## src/rtl/fifo_wr_arbiter.sv

```systemverilog
// rtl/fifo_wr_arbiter.sv - round-robin burst arbiter sharing one FIFO write port
module fifo_wr_arbiter #(
  parameter int N_REQ     = 4,
  parameter int WIDTH     = 8,
  parameter int MAX_BURST = 4
) (
  input  logic                     clk,
  input  logic                     rst,
  input  logic [N_REQ-1:0]         req_valid,
  input  logic [N_REQ*WIDTH-1:0]   req_data,
  output logic [N_REQ-1:0]         req_ready,
  input  logic                     fifo_full,
  output logic                     fifo_wr_en,
  output logic [WIDTH-1:0]         fifo_din,
  output logic                     gnt_active,
  output logic [$clog2(N_REQ)-1:0] gnt_id,
  output logic [15:0]              wr_count
);

  localparam int ID_W = $clog2(N_REQ);
  localparam int BC_W = $clog2(MAX_BURST + 1);
  localparam logic [ID_W-1:0] LAST_ID   = ID_W'(N_REQ - 1);
  localparam logic [BC_W-1:0] LAST_BEAT = BC_W'(MAX_BURST - 1);

  typedef enum logic {S_IDLE, S_GRANT} state_t;

  state_t          state, state_nxt;
  logic [ID_W-1:0] gnt_nxt;
  logic [ID_W-1:0] rr_ptr, rr_nxt;
  logic [BC_W-1:0] beat_cnt, beat_nxt;
  logic [15:0]     wr_count_nxt;

  logic [ID_W-1:0] search_ptr;
  logic [ID_W-1:0] win_id;
  logic            win_found;
  logic            beat;
  logic            release_gnt;

  // Increment modulo N_REQ with an explicit compare so non-power-of-2 counts wrap correctly.
  function automatic logic [ID_W-1:0] wrap_inc(input logic [ID_W-1:0] v);
    return (v == LAST_ID) ? '0 : v + 1'b1;
  endfunction

  assign gnt_active = (state == S_GRANT);

  // While granted, the search starts just past the holder so the releasing requester is considered last.
  assign search_ptr = gnt_active ? wrap_inc(gnt_id) : rr_ptr;

  // Find the first valid requester at or above search_ptr, wrapping modulo N_REQ.
  always_comb begin : arb_search
    logic [ID_W-1:0] idx;
    win_found = 1'b0;
    win_id    = '0;
    idx       = search_ptr;
    for (int i = 0; i < N_REQ; i++) begin
      if (!win_found && req_valid[idx]) begin
        win_found = 1'b1;
        win_id    = idx;
      end
      idx = wrap_inc(idx);
    end
  end

  // State register: grant, burst beat count, round-robin pointer and write counter.
  always_ff @(posedge clk or negedge rst) begin
    if (!rst) begin
      state    <= S_IDLE;
      gnt_id   <= '0;
      beat_cnt <= '0;
      rr_ptr   <= '0;
      wr_count <= '0;
    end else begin
      state    <= state_nxt;
      gnt_id   <= gnt_nxt;
      beat_cnt <= beat_nxt;
      rr_ptr   <= rr_nxt;
      wr_count <= wr_count_nxt;
    end
  end

  // Output decode: only the granted requester sees ready, and nothing moves while the FIFO is full.
  always_comb begin
    req_ready  = '0;
    fifo_wr_en = 1'b0;
    fifo_din   = '0;
    if (state == S_GRANT) begin
      req_ready[gnt_id] = ~fifo_full;
      fifo_wr_en        = req_valid[gnt_id] & ~fifo_full;
      fifo_din          = req_data[gnt_id*WIDTH +: WIDTH];
    end
  end

  assign beat = fifo_wr_en;

  // A burst ends on its last beat or when the holder drops valid; a full FIFO blocks the beat and so the burst end.
  assign release_gnt = (state == S_GRANT) &&
                       ((beat && (beat_cnt == LAST_BEAT)) || !req_valid[gnt_id]);

  // Next-state: grant from IDLE, count beats, and re-arbitrate on release without a bubble.
  always_comb begin
    state_nxt    = state;
    gnt_nxt      = gnt_id;
    beat_nxt     = beat_cnt;
    rr_nxt       = rr_ptr;
    wr_count_nxt = (beat && (wr_count != 16'hFFFF)) ? wr_count + 16'd1 : wr_count;
    case (state)
      S_IDLE: begin
        if (win_found) begin
          state_nxt = S_GRANT;
          gnt_nxt   = win_id;
          beat_nxt  = '0;
        end
      end
      S_GRANT: begin
        if (release_gnt) begin
          rr_nxt = search_ptr;
          if (win_found) begin
            gnt_nxt  = win_id;
            beat_nxt = '0;
          end else begin
            state_nxt = S_IDLE;
            beat_nxt  = '0;
          end
        end else if (beat) begin
          beat_nxt = beat_cnt + 1'b1;
        end
      end
      default: state_nxt = S_IDLE;
    endcase
  end

endmodule

```

## config.mk

```make
export PLATFORM = sky130hd
export DESIGN_NAME = fifo_wr_arbiter
export DESIGN_NICKNAME = d
export VERILOG_FILES = /design/src/rtl/fifo_wr_arbiter.sv
export SDC_FILE = /design/constraint.sdc
export NUM_CORES = 1
export LEC_CHECK = 0
export CORE_ASPECT_RATIO = 1.4
export CORE_MARGIN = 5
export CORE_UTILIZATION = 45
export CTS_CLUSTER_SIZE = 40
export DETAILED_ROUTE_END_ITERATION = 8
export GPL_ROUTABILITY_DRIVEN = 0
export GPL_TIMING_DRIVEN = 0
export PLACE_DENSITY_LB_ADDON = 0.25
export SLEW_MARGIN = 20
export SYNTH_ARGS = -nofsm -noshare
export SYNTH_HDL_FRONTEND = slang
export SYNTH_SLANG_ARGS = --single-unit
```

## constraint.sdc

```tcl
create_clock -name clk -period 4.46 [get_ports clk]
set_input_delay 0.892 -clock clk [delete_from_list [all_inputs] [get_ports clk]]
set_output_delay 0.892 -clock clk [all_outputs]
set_load 0.02 [all_outputs]
```

==> results of run 1 <==
==> per-layer routing <==
metal,GRT usage,vias to the layer above,share of wire
met4,0.04621,0,0.0047
li1,-,876,-
met5,0,-,0
met2,0.3084,51,0.51
met1,0.2346,848,0.43
met3,0.02795,2,0.059
==> worst reg2reg max path, stage by stage (launching register included) <==
cell and delay (ns):
dfrtp_1 0.43, clkbuf_1 0.48, inv_1 0.13, ha_1 0.32, mux2i_2 0.38, inv_2 0.21
ha_1 0.30, nor3_1 0.32, buf_2 0.31, mux4_2 0.39, a211oi_2 0.29, nor2_1 0.11
o221a_2 0.29
==> synthesized netlist by cell type, types with 5 or more instances <==
| master | instances | area, µm² |
|---|---|---|
| dfrtp_1 | 24 | 600.6 |
| mux2i_1 | 5 | 50.05 |
| nand3_1 | 5 | 25.02 |
| mux4_2 | 11 | 247.7 |
| xnor2_1 | 11 | 96.34 |
| and2_1 | 12 | 75.07 |
| ha_1 | 8 | 100.1 |
| inv_1 | 12 | 45.04 |
| mux2_2 | 7 | 78.83 |
| clkbuf_1 | 7 | 26.28 |
| nand2_1 | 20 | 75.07 |
| nor2_1 | 14 | 52.55 |
| a21oi_1 | 9 | 45.04 |
==> cells by family (layout without fill, tap and decap cells) <==
| logic type | count (synthesis) | after routing | share of synthesized area |
|---|---|---|---|
| AND/OR/NAND/NOR | 75 | 75 | 0.2067 |
| AO/OA/AOI/OAI | 32 | 32 | 0.1319 |
| multiplexers | 24 | 24 | 0.1978 |
| flip-flops | 24 | 24 | 0.3044 |
| buffers and inverters | 22 | 96 | 0.04629 |
| XOR/XNOR | 14 | 14 | 0.06214 |
| adder cells (fa/ha/maj) | 8 | 8 | 0.05073 |
==> state kept, by name, summed over array words and instances (netlist names) <==
register / count
beat_cnt: 3
rr_ptr: 2
gnt_id: 2
wr_count: 16
gnt_active: 1
==> power breakdown <==
part,internal [mW],total (mW),leakage (nW),switching (mW)
sequential,0.275,0.351,0.311,0.0760
combinational,0.688,1.40,0.792,0.713
clock,0.120,0.187,0.0357,0.0675
total,1.08,1.94,1.14,0.857
==> final cells by class <==
type	count	area, µm²
fill	346	1423
multi-input combinational	153	1281
timing repair buffer	70	695.7
sequential	24	600.6
tap	60	75.07
inverter	13	48.80
buffer	9	43.79
clock buffer	3	41.29
clock inverter	1	30.03
==> per-stage QoR <==
| step | cells | setup slack [ns] | hold WS [ns] | instance area [µm²] | power, mW |
|---|---|---|---|---|---|
| after floorplan | 199 | 0.6397 | 0.4658 | 1973 | 1.328 |
| after global placement | 329 | 0.1099 | 0.4776 | 2749 | 1.732 |
| after detailed placement | 329 | 0.04531 | 0.4861 | 2749 | 1.753 |
| after CTS | 333 | 0.05030 | 0.5051 | 2820 | 1.947 |
| after global routing | 333 | 0.02292 | 0.5180 | 2816 | 2.098 |
| final | 333 | 0.3769 | 0.5001 | 2816 | 1.940 |
==> final timing paths <==
path,start,endpoint,slack [ns],cells past startpoint
setup / recovery,gnt_id[1],gnt_id[0],0.38,12
max in group asynchronous,rst,wr_count[5],3.53,1
hold / removal,beat_cnt[1],beat_cnt[1],0.50,1
setup reg to reg,gnt_id[1],gnt_id[0],0.38,12
hold reg to reg,beat_cnt[1],beat_cnt[1],0.50,1
min in group asynchronous,rst,rr_ptr[1],0.58,1
==> what timing repair did <==
item	4_1_cts	5_1_grt
endpoints found under the setup margin	0	5
resized for setup	0	2
hold buffers	0	0
==> flow_summary_export.csv, run 1 <==
group,metric,value,unit
clocking,cts_tree,"yes",
yosys,synthDistinctLibCells,50,
yosys,ys_warn_count,0,
routing,drtPass1Iterations,4,
sta,grt_setup_unrepaired,"no",
worst_setup_path,cp-start-kind,"flip-flop",
clocking,clock-sinks,24,
clocking,htreeDepth,1,
clocking,cts_setup_buffers,0,
routing,vias,1777,
routing,wl_per_cell,15.20,µm
worst_setup_path,slowest_delay,0.48,ns
yosys,syn_avg_cell_area,9.915,µm²
clocking,root_buffer,"clkbuf_8",
worst_setup_path,cp.arrival,4.25,ns
worst_setup_path,path_max_fanout,10,
floorplanning,ios,71,
worst_hold_path,hp-class,"reg -> reg",
routing,drcViolationCount,0,
worst_setup_path,setup.worst_path.end_class,"flip-flop",
yosys,synth-edff-count,0,
sta,fin_skew,0.008758,ns
clocking,cts-buffers-inserted,3,
worst_setup_path,criticalPathCategory,"reg -> reg",
clocking,clock_latency,0.27,ns
final_layout,layout_commonest_cell,"clkdlybuf4s50_1",
yosys,synth_area,0.001973,mm²
placement,post-dp-hpwl,3961,µm
global_routing,grt_start_max_net_pins,25,
final_layout,diodes,0,
final_layout,final_util,0.6644,
final_layout,syn_to_final_growth,42.74,%
worst_setup_path,critPathTopFamily,"buffers and inverters",
global_routing,grtUsageTotal,0.1790,
flow_run,drv_cap,0,
floorplanning,die_area,0.005828,mm²
sta,fin_tns_setup,0,ns
routing,routed_via_density,5.336,
yosys,synth_seq_area_share,0.3044,
sta,max-slew-margin-rel,0.6179,
global_routing,grt-ovfl-total,0,
routing,drt_iter0_drc,140,
power_and_ir_drop,vdd_drop_max,0.4118,mV
sta,hold_violations,0,
run_status,outcome,"complete, no violations",
sta,period_needed,4.083,ns
sta,finalCritPeriodShare,0.9155,
global_routing,antenna_found_initial,0,
global_routing,grt_pass1_wl,8307,µm
final_layout,final_cell_mix,"clkdlybuf4s50_1 (69), dfrtp_1 (24), nand2_1 (20)",
floorplanning,die_y,88.35,µm
sta,report.final.slew_viol_count,0,
routing,postRouteAntennaNets,0,
worst_setup_path,cp_cell_sequence,"clkbuf_1 > inv_1 > ha_1 > mux2i_2 > inv_2 > ha_1 > nor3_1 > buf_2 > mux4_2 > a211oi_2 > nor2_1 > o221a_2",
power_and_ir_drop,power.density,689.0,mW/mm²
worst_setup_path,path_buf_inv,4,
floorplanning,floorplan.initialDensity,0.4655,
yosys,async_flop_share,1.000,
worst_setup_path,crit_top_cell,"ha_1",
yosys,syn-num-nets,246,
routing,totalWireLength,5063,µm
global_routing,grt_pass1_vias,1760,
yosys,ys.flop_type,"dfrtp_1",
worst_setup_path,required,4.62,ns
final_layout,drive_above_1_share,0.1429,
power_and_ir_drop,leakagePower,1.138,nW
sta,setup_viol,0,
yosys,ys_seq_elements,24,
yosys,syn_inst,199,
sta,tightest_slew,0.5732,ns
clocking,clk_pin_slew,0.09,ns
final_layout,final_nets,321,
sta,max_freq,0.2449,GHz
worst_setup_path,cp_slowest_cell,"clkbuf_1",
floorplanning,coreArea,0.004239,mm²
floorplanning,fp-row-count,28,
placement,port_buffers,70,
floorplanning,die_w,65.97,µm
clocking,cts.path.max_buffers,2,
(Power assumes the default switching activity.)
==> inputs of run 2 (changes only) <==
Settings changed: PLACE_DENSITY set to 0.8, PLACE_DENSITY_LB_ADDON 0.25 to unset.
==> flow_summary_export.csv, run 2 (synthesis results as in run 1) <==
group,metric,value,unit
floorplanning,ios,71,
power_and_ir_drop,internal_power,1.045,mW
sta,fin_tns_setup,0,ns
sta,hold_violations,0,
final_layout,layout_commonest_cell,"clkdlybuf4s50_1",
clocking,htreeDepth,1,
global_routing,grt_start_max_net_pins,25,
floorplanning,coreArea,0.004239,mm²
placement,port_buffers,70,
power_and_ir_drop,power.share.clock,0.077,
clocking,root_buffer,"clkbuf_8",
power_and_ir_drop,seqPwrFrac,0.187,
sta,setup_viol,0,
routing,drt_iter0_drc,181,
final_layout,diodes,0,
power_and_ir_drop,leakagePower,1.131,nW
sta,fin_skew,0.002138,ns
clocking,cts-buffers-inserted,3,
routing,vias,1813,
run_status,outcome,"complete, no violations",
worst_setup_path,cp.arrival,4.34,ns
flow_run,drv_cap,0,
routing,totalWireLength,5237,µm
worst_setup_path,cp-start-kind,"flip-flop",
placement,dp_slack,0.05556,ns
routing,drtPass1Iterations,4,
global_routing,grt_pass1_wl,8473,µm
power_and_ir_drop,p_sw,0.8722,mW
power_and_ir_drop,p_sw_frac,0.4550,
routing,drcViolationCount,0,
power_and_ir_drop,vdd_drop_max,0.3658,mV
global_routing,grt-ovfl-total,0,
sta,max_freq,0.2397,GHz
clocking,hold_buffers,0,
final_layout,final_nets,321,
final_layout,final_cell_mix,"clkdlybuf4s50_1 (69), dfrtp_1 (24), nand2_1 (20)",
worst_setup_path,path_max_fanout,10,
worst_setup_path,criticalPathCategory,"reg -> reg",
worst_setup_path,worstRegToRegCells,12,
power_and_ir_drop,p_comb_frac,0.736,
routing,postRouteAntennaNets,0,
floorplanning,floorplan.initialDensity,0.4655,
final_layout,top_register,"wr_count",
clocking,clock_latency,0.27,ns
floorplanning,fp-row-count,28,
clocking,cts.path.max_buffers,2,
worst_hold_path,min_path_cells,1,
final_layout,top_regs,"wr_count x16, beat_cnt x3",
clocking,clk_pin_slew,0.08,ns
worst_setup_path,required,4.62,ns
floorplanning,die_y,88.35,µm
routing,routed_via_density,5.444,
sta,period_needed,4.172,ns
clocking,cts_tree,"yes",
sta,tightest_slew,0.5633,ns
sta,report.final.slew_viol_count,0,
worst_hold_path,hp-class,"reg -> reg",
final_layout,drive_above_1_share,0.1429,
floorplanning,die_w,65.97,µm
final_layout,syn_to_final_growth,41.92,%
final_layout,largest_reg_flops,16,
clocking,clock-sinks,24,
worst_setup_path,setup.worst_path.end_class,"flip-flop",
global_routing,antenna_found_initial,0,
floorplanning,die_area,0.005828,mm²
sta,grt_setup_unrepaired,"no",
global_routing,grt_pass1_vias,1805,
placement,post-dp-hpwl,4160,µm
routing,wl_per_cell,15.73,µm
global_routing,grtUsageTotal,0.1865,
sta,max-slew-margin-rel,0.6245,
power_and_ir_drop,power.density,684.6,mW/mm²
sta,finalCritPeriodShare,0.9355,
sta,setup_ws,0.2876,ns
run 2: routing by layer:
| layer | vias to the layer above | part of all wire | track usage |
|---|---|---|---|
| li1 | 872 | - | - |
| met1 | 879 | 0.39 | 0.2375 |
| met2 | 57 | 0.54 | 0.3285 |
| met3 | 5 | 0.057 | 0.02541 |
| met4 | 0 | 0.012 | 0.05545 |
| met5 | - | 0 | 0 |
run 2: per-stage QoR:
step / instance area, µm² / utilization / hold WS [ns] / total power [mW] / cells
2_1_floorplan: 1973 / - / 0.4658 / 1.328 / 199
4_1_cts: 2804 / 0.6615 / 0.5061 / 1.910 / 333
3_5_place_dp: 2749 / 0.6485 / 0.4913 / 1.758 / 329
3_3_place_gp: 2749 / 0.6485 / 0.4855 / 1.740 / 329
6_report: 2800 / 0.6606 / 0.5046 / 1.917 / 333
5_1_grt: 2800 / 0.6606 / 0.5291 / 2.064 / 333
run 2: power by group through the flow:
stage                     Sequential (mW)  Combinational [mW]  Clock (mW)
after global routing                0.368                1.53       0.161
final                               0.358                1.41       0.148
after detailed placement            0.359                1.40           0
after global placement              0.358                1.38           0
after CTS                           0.356                1.41       0.148
after floorplan                     0.387               0.941           0
run 2: critical path: stages, from the launching register on:
cell      delay, ns
dfrtp_1        0.45
clkbuf_1       0.47
inv_1          0.16
ha_1           0.34
mux2i_2        0.40
inv_2          0.20
ha_1           0.31
nor3_1         0.34
buf_2          0.30
mux4_2         0.37
a211oi_2       0.31
nor2_1         0.10
o221a_2        0.29
run 2: worst paths after layout:
kind / endpoint / slack, ns / start
setup / recovery: gnt_id[0] / 0.29 / gnt_id[1]
hold / removal: beat_cnt[2] / 0.50 / beat_cnt[2]
setup reg to reg: gnt_id[0] / 0.29 / gnt_id[1]
hold reg to reg: beat_cnt[2] / 0.50 / beat_cnt[2]
max in group asynchronous: rr_ptr[1] / 3.55 / rst
min in group asynchronous: wr_count[11] / 0.58 / rst
run 2: layout make-up:
type	instances	area, µm²
fillers	356	1439
multi-input cells	153	1281
repair buffers	70	695.7
flip-flops and latches	24	600.6
well taps	60	75.07
clock buffers	4	55.05
inverters	13	48.80
plain buffers	9	43.79
run 2: timing repair:
action,in CTS,in global routing
setup buffers,0,0
resized for setup,0,3
endpoints found under the setup margin,0,6
==> inputs of run 3 (changes only) <==
--- a/config.mk
+++ b/config.mk
@@ -9,4 +9,3 @@
 export CORE_MARGIN = 5
-export CORE_UTILIZATION = 45
-export CTS_CLUSTER_SIZE = 40
+export CORE_UTILIZATION = 40
 export DETAILED_ROUTE_END_ITERATION = 8
@@ -14,3 +13,3 @@
 export GPL_TIMING_DRIVEN = 0
-export PLACE_DENSITY = 0.8
+export PLACE_DENSITY = 0.73
 export SLEW_MARGIN = 20
--- a/constraint.sdc
+++ b/constraint.sdc
@@ -3,2 +3,2 @@
 set_output_delay 0.892 -clock clk [all_outputs]
-set_load 0.02 [all_outputs]
+set_load 0.01 [all_outputs]
==> flow_summary_export.csv, run 3 (synthesis results as in run 1) <==
group,metric,value,unit
power_and_ir_drop,power.density,651.9,mW/mm²
routing,postRouteAntennaNets,0,
worst_setup_path,cp_cell_sequence,"buf_2 > inv_1 > ha_1 > mux2i_2 > inv_2 > ha_1 > nor3_1 > buf_2 > mux4_2 > a211oi_2 > nor2_1 > o221a_2",
worst_setup_path,r2r_start,"gnt_id[0]",
sta,hold_violations,0,
flow_run,drv_cap,0,
run_status,outcome,"complete, no violations",
worst_hold_path,hp-class,"reg -> reg",
power_and_ir_drop,leakagePower,1.134,nW
global_routing,grt_start_max_net_pins,25,
worst_setup_path,path_buf_inv,4,
final_layout,nFillCells,453,
worst_setup_path,cp_slowest_cell,"dfrtp_1",
worst_setup_path,cp-start-kind,"flip-flop",
floorplanning,die_y,93.10,µm
clocking,clock-sinks,24,
global_routing,grtUsageTotal,0.1670,
final_layout,final_nets,321,
clocking,clock_latency,0.27,ns
sta,fin_skew,0.006709,ns
worst_setup_path,cp.arrival,4.21,ns
final_layout,final_cell_mix,"clkdlybuf4s50_1 (69), dfrtp_1 (24), nand2_1 (20)",
worst_setup_path,critPathTopFamily,"buffers and inverters",
clocking,cts-buffers-inserted,3,
final_layout,fin_area,0.002806,mm²
sta,setup_ws,0.4150,ns
sta,finalCritPeriodShare,0.9070,
floorplanning,floorplan.initialDensity,0.4107,
final_layout,top_register,"wr_count",
worst_hold_path,whs_endpoint,"beat_cnt[1]",
global_routing,grt-ovfl-total,0,
power_and_ir_drop,vdd_drop_max,0.4192,mV
worst_setup_path,worstRegToRegCells,12,
final_layout,layout_commonest_cell,"clkdlybuf4s50_1",
final_layout,diodes,0,
placement,placed_area,0.002754,mm²
sta,grt_setup_unrepaired,"no",
placement,port_buffers,70,
clocking,clk_pin_slew,0.08,ns
worst_setup_path,setup.worst_path.end_class,"flip-flop",
placement,post-dp-hpwl,4247,µm
sta,fin_tns_setup,0,ns
sta,report.final.slew_viol_count,0,
floorplanning,coreArea,0.004805,mm²
sta,max-slew-margin-rel,0.6551,
worst_hold_path,hp-start,"beat_cnt[1]",
floorplanning,ios,71,
worst_hold_path,min_path_cells,1,
routing,totalWireLength,5461,µm
routing,drtPass1Iterations,4,
clocking,cts.path.max_buffers,2,
global_routing,antenna_found_initial,0,
clocking,hold_buffers,0,
worst_setup_path,required,4.62,ns
final_layout,largest_reg_flops,16,
final_layout,drive_above_1_share,0.1465,
clocking,root_buffer,"clkbuf_8",
clocking,cts_tree,"yes",
sta,max_freq,0.2472,GHz
sta,tightest_slew,0.5173,ns
placement,dp_slack,0.05580,ns
global_routing,grt_pass1_wl,8811,µm
routing,wl_per_cell,16.20,µm
floorplanning,die_w,69.36,µm
clocking,htreeDepth,1,
floorplanning,fp-row-count,30,
sta,period_needed,4.045,ns
global_routing,grt_pass1_vias,1906,
routing,routed_via_density,5.404,
worst_setup_path,timing.rr.end,"gnt_id[0]",
sta,setup_viol,0,
routing,drcViolationCount,0,
worst_setup_path,rrSetupSlack,0.41,ns
final_layout,top_regs,"wr_count x16, beat_cnt x3",
routing,vias,1821,
routing,drt_iter0_drc,173,
worst_setup_path,path_max_fanout,10,
final_layout,syn_to_final_growth,42.23,%
worst_setup_path,criticalPathCategory,"reg -> reg",
floorplanning,die_area,0.006457,mm²
worst_setup_path,slowest_delay,0.56,ns
[run 3: changes by cell type in the layout (fill, tap and decap cells not counted)]
cell / delta
clkbuf_2: +1
clkbuf_1: -1
[run 3: worst max-delay path by stage]
stage | start | to | slack, ns | cells past startpoint
after floorplan | gnt_id[0] | gnt_id[0] | 0.70 | 12
after global placement | gnt_id[0] | gnt_id[0] | 0.07 | 12
after detailed placement | gnt_id[0] | gnt_id[0] | 0.06 | 12
after CTS | gnt_id[0] | gnt_id[0] | 0.03 | 12
after global routing | gnt_id[0] | gnt_id[0] | 0.02 | 12
final | gnt_id[0] | gnt_id[0] | 0.41 | 12
[run 3: cell type report]
cell class                      count  area, µm²  share of cell area
Inverter                           13      48.80             0.01739
Multi-Input combinational cell    153       1281              0.4565
Buffer                              9      45.04             0.01605
Sequential cell                    24      600.6              0.2140
Tap cell                           64      80.08             0.02853
Clock buffer                        4      55.05             0.01962
Timing Repair Buffer               70      695.7              0.2479
[run 3: layer usage]
layer | up-vias | GRT usage | wire length (µm)
met2 | 63 | 0.3097 | 2919
met5 | - | 0 | 0
met4 | 0 | 0.07980 | 139
met1 | 874 | 0.1834 | 2157
li1 | 873 | - | -
met3 | 11 | 0.02688 | 245
[run 3: stage by stage]
stage | std cells | hold WS, ns | utilization | total power, mW
2_1_floorplan | 199 | 0.4658 | - | 1.250
3_3_place_gp | 333 | 0.4781 | 0.5732 | 1.664
3_5_place_dp | 333 | 0.4886 | 0.5732 | 1.685
4_1_cts | 337 | 0.5075 | 0.5846 | 1.839
5_1_grt | 337 | 0.5215 | 0.5841 | 1.970
6_report | 337 | 0.5022 | 0.5841 | 1.829
[run 3: worst register-to-register path, delay by kind of cell (launching register included)]
| family | cells | cell delay, ns |
|---|---|---|
| AND/OR/NAND/NOR | 2 | 0.41 |
| adder cells (fa/ha/maj) | 2 | 0.63 |
| multiplexers | 2 | 0.77 |
| buffers and inverters | 4 | 1.01 |
| AO/OA/AOI/OAI | 2 | 0.56 |
| flip-flops | 1 | 0.56 |
[run 3: power breakdown]
group          internal, mW  switching, mW
sequential            0.275         0.0763
combinational         0.689          0.640
clock                0.0789         0.0695
[run 3: what timing repair did]
item,4_1_cts,5_1_grt
setup endpoints to repair,0,6
resized for setup,0,6
setup buffers,0,0
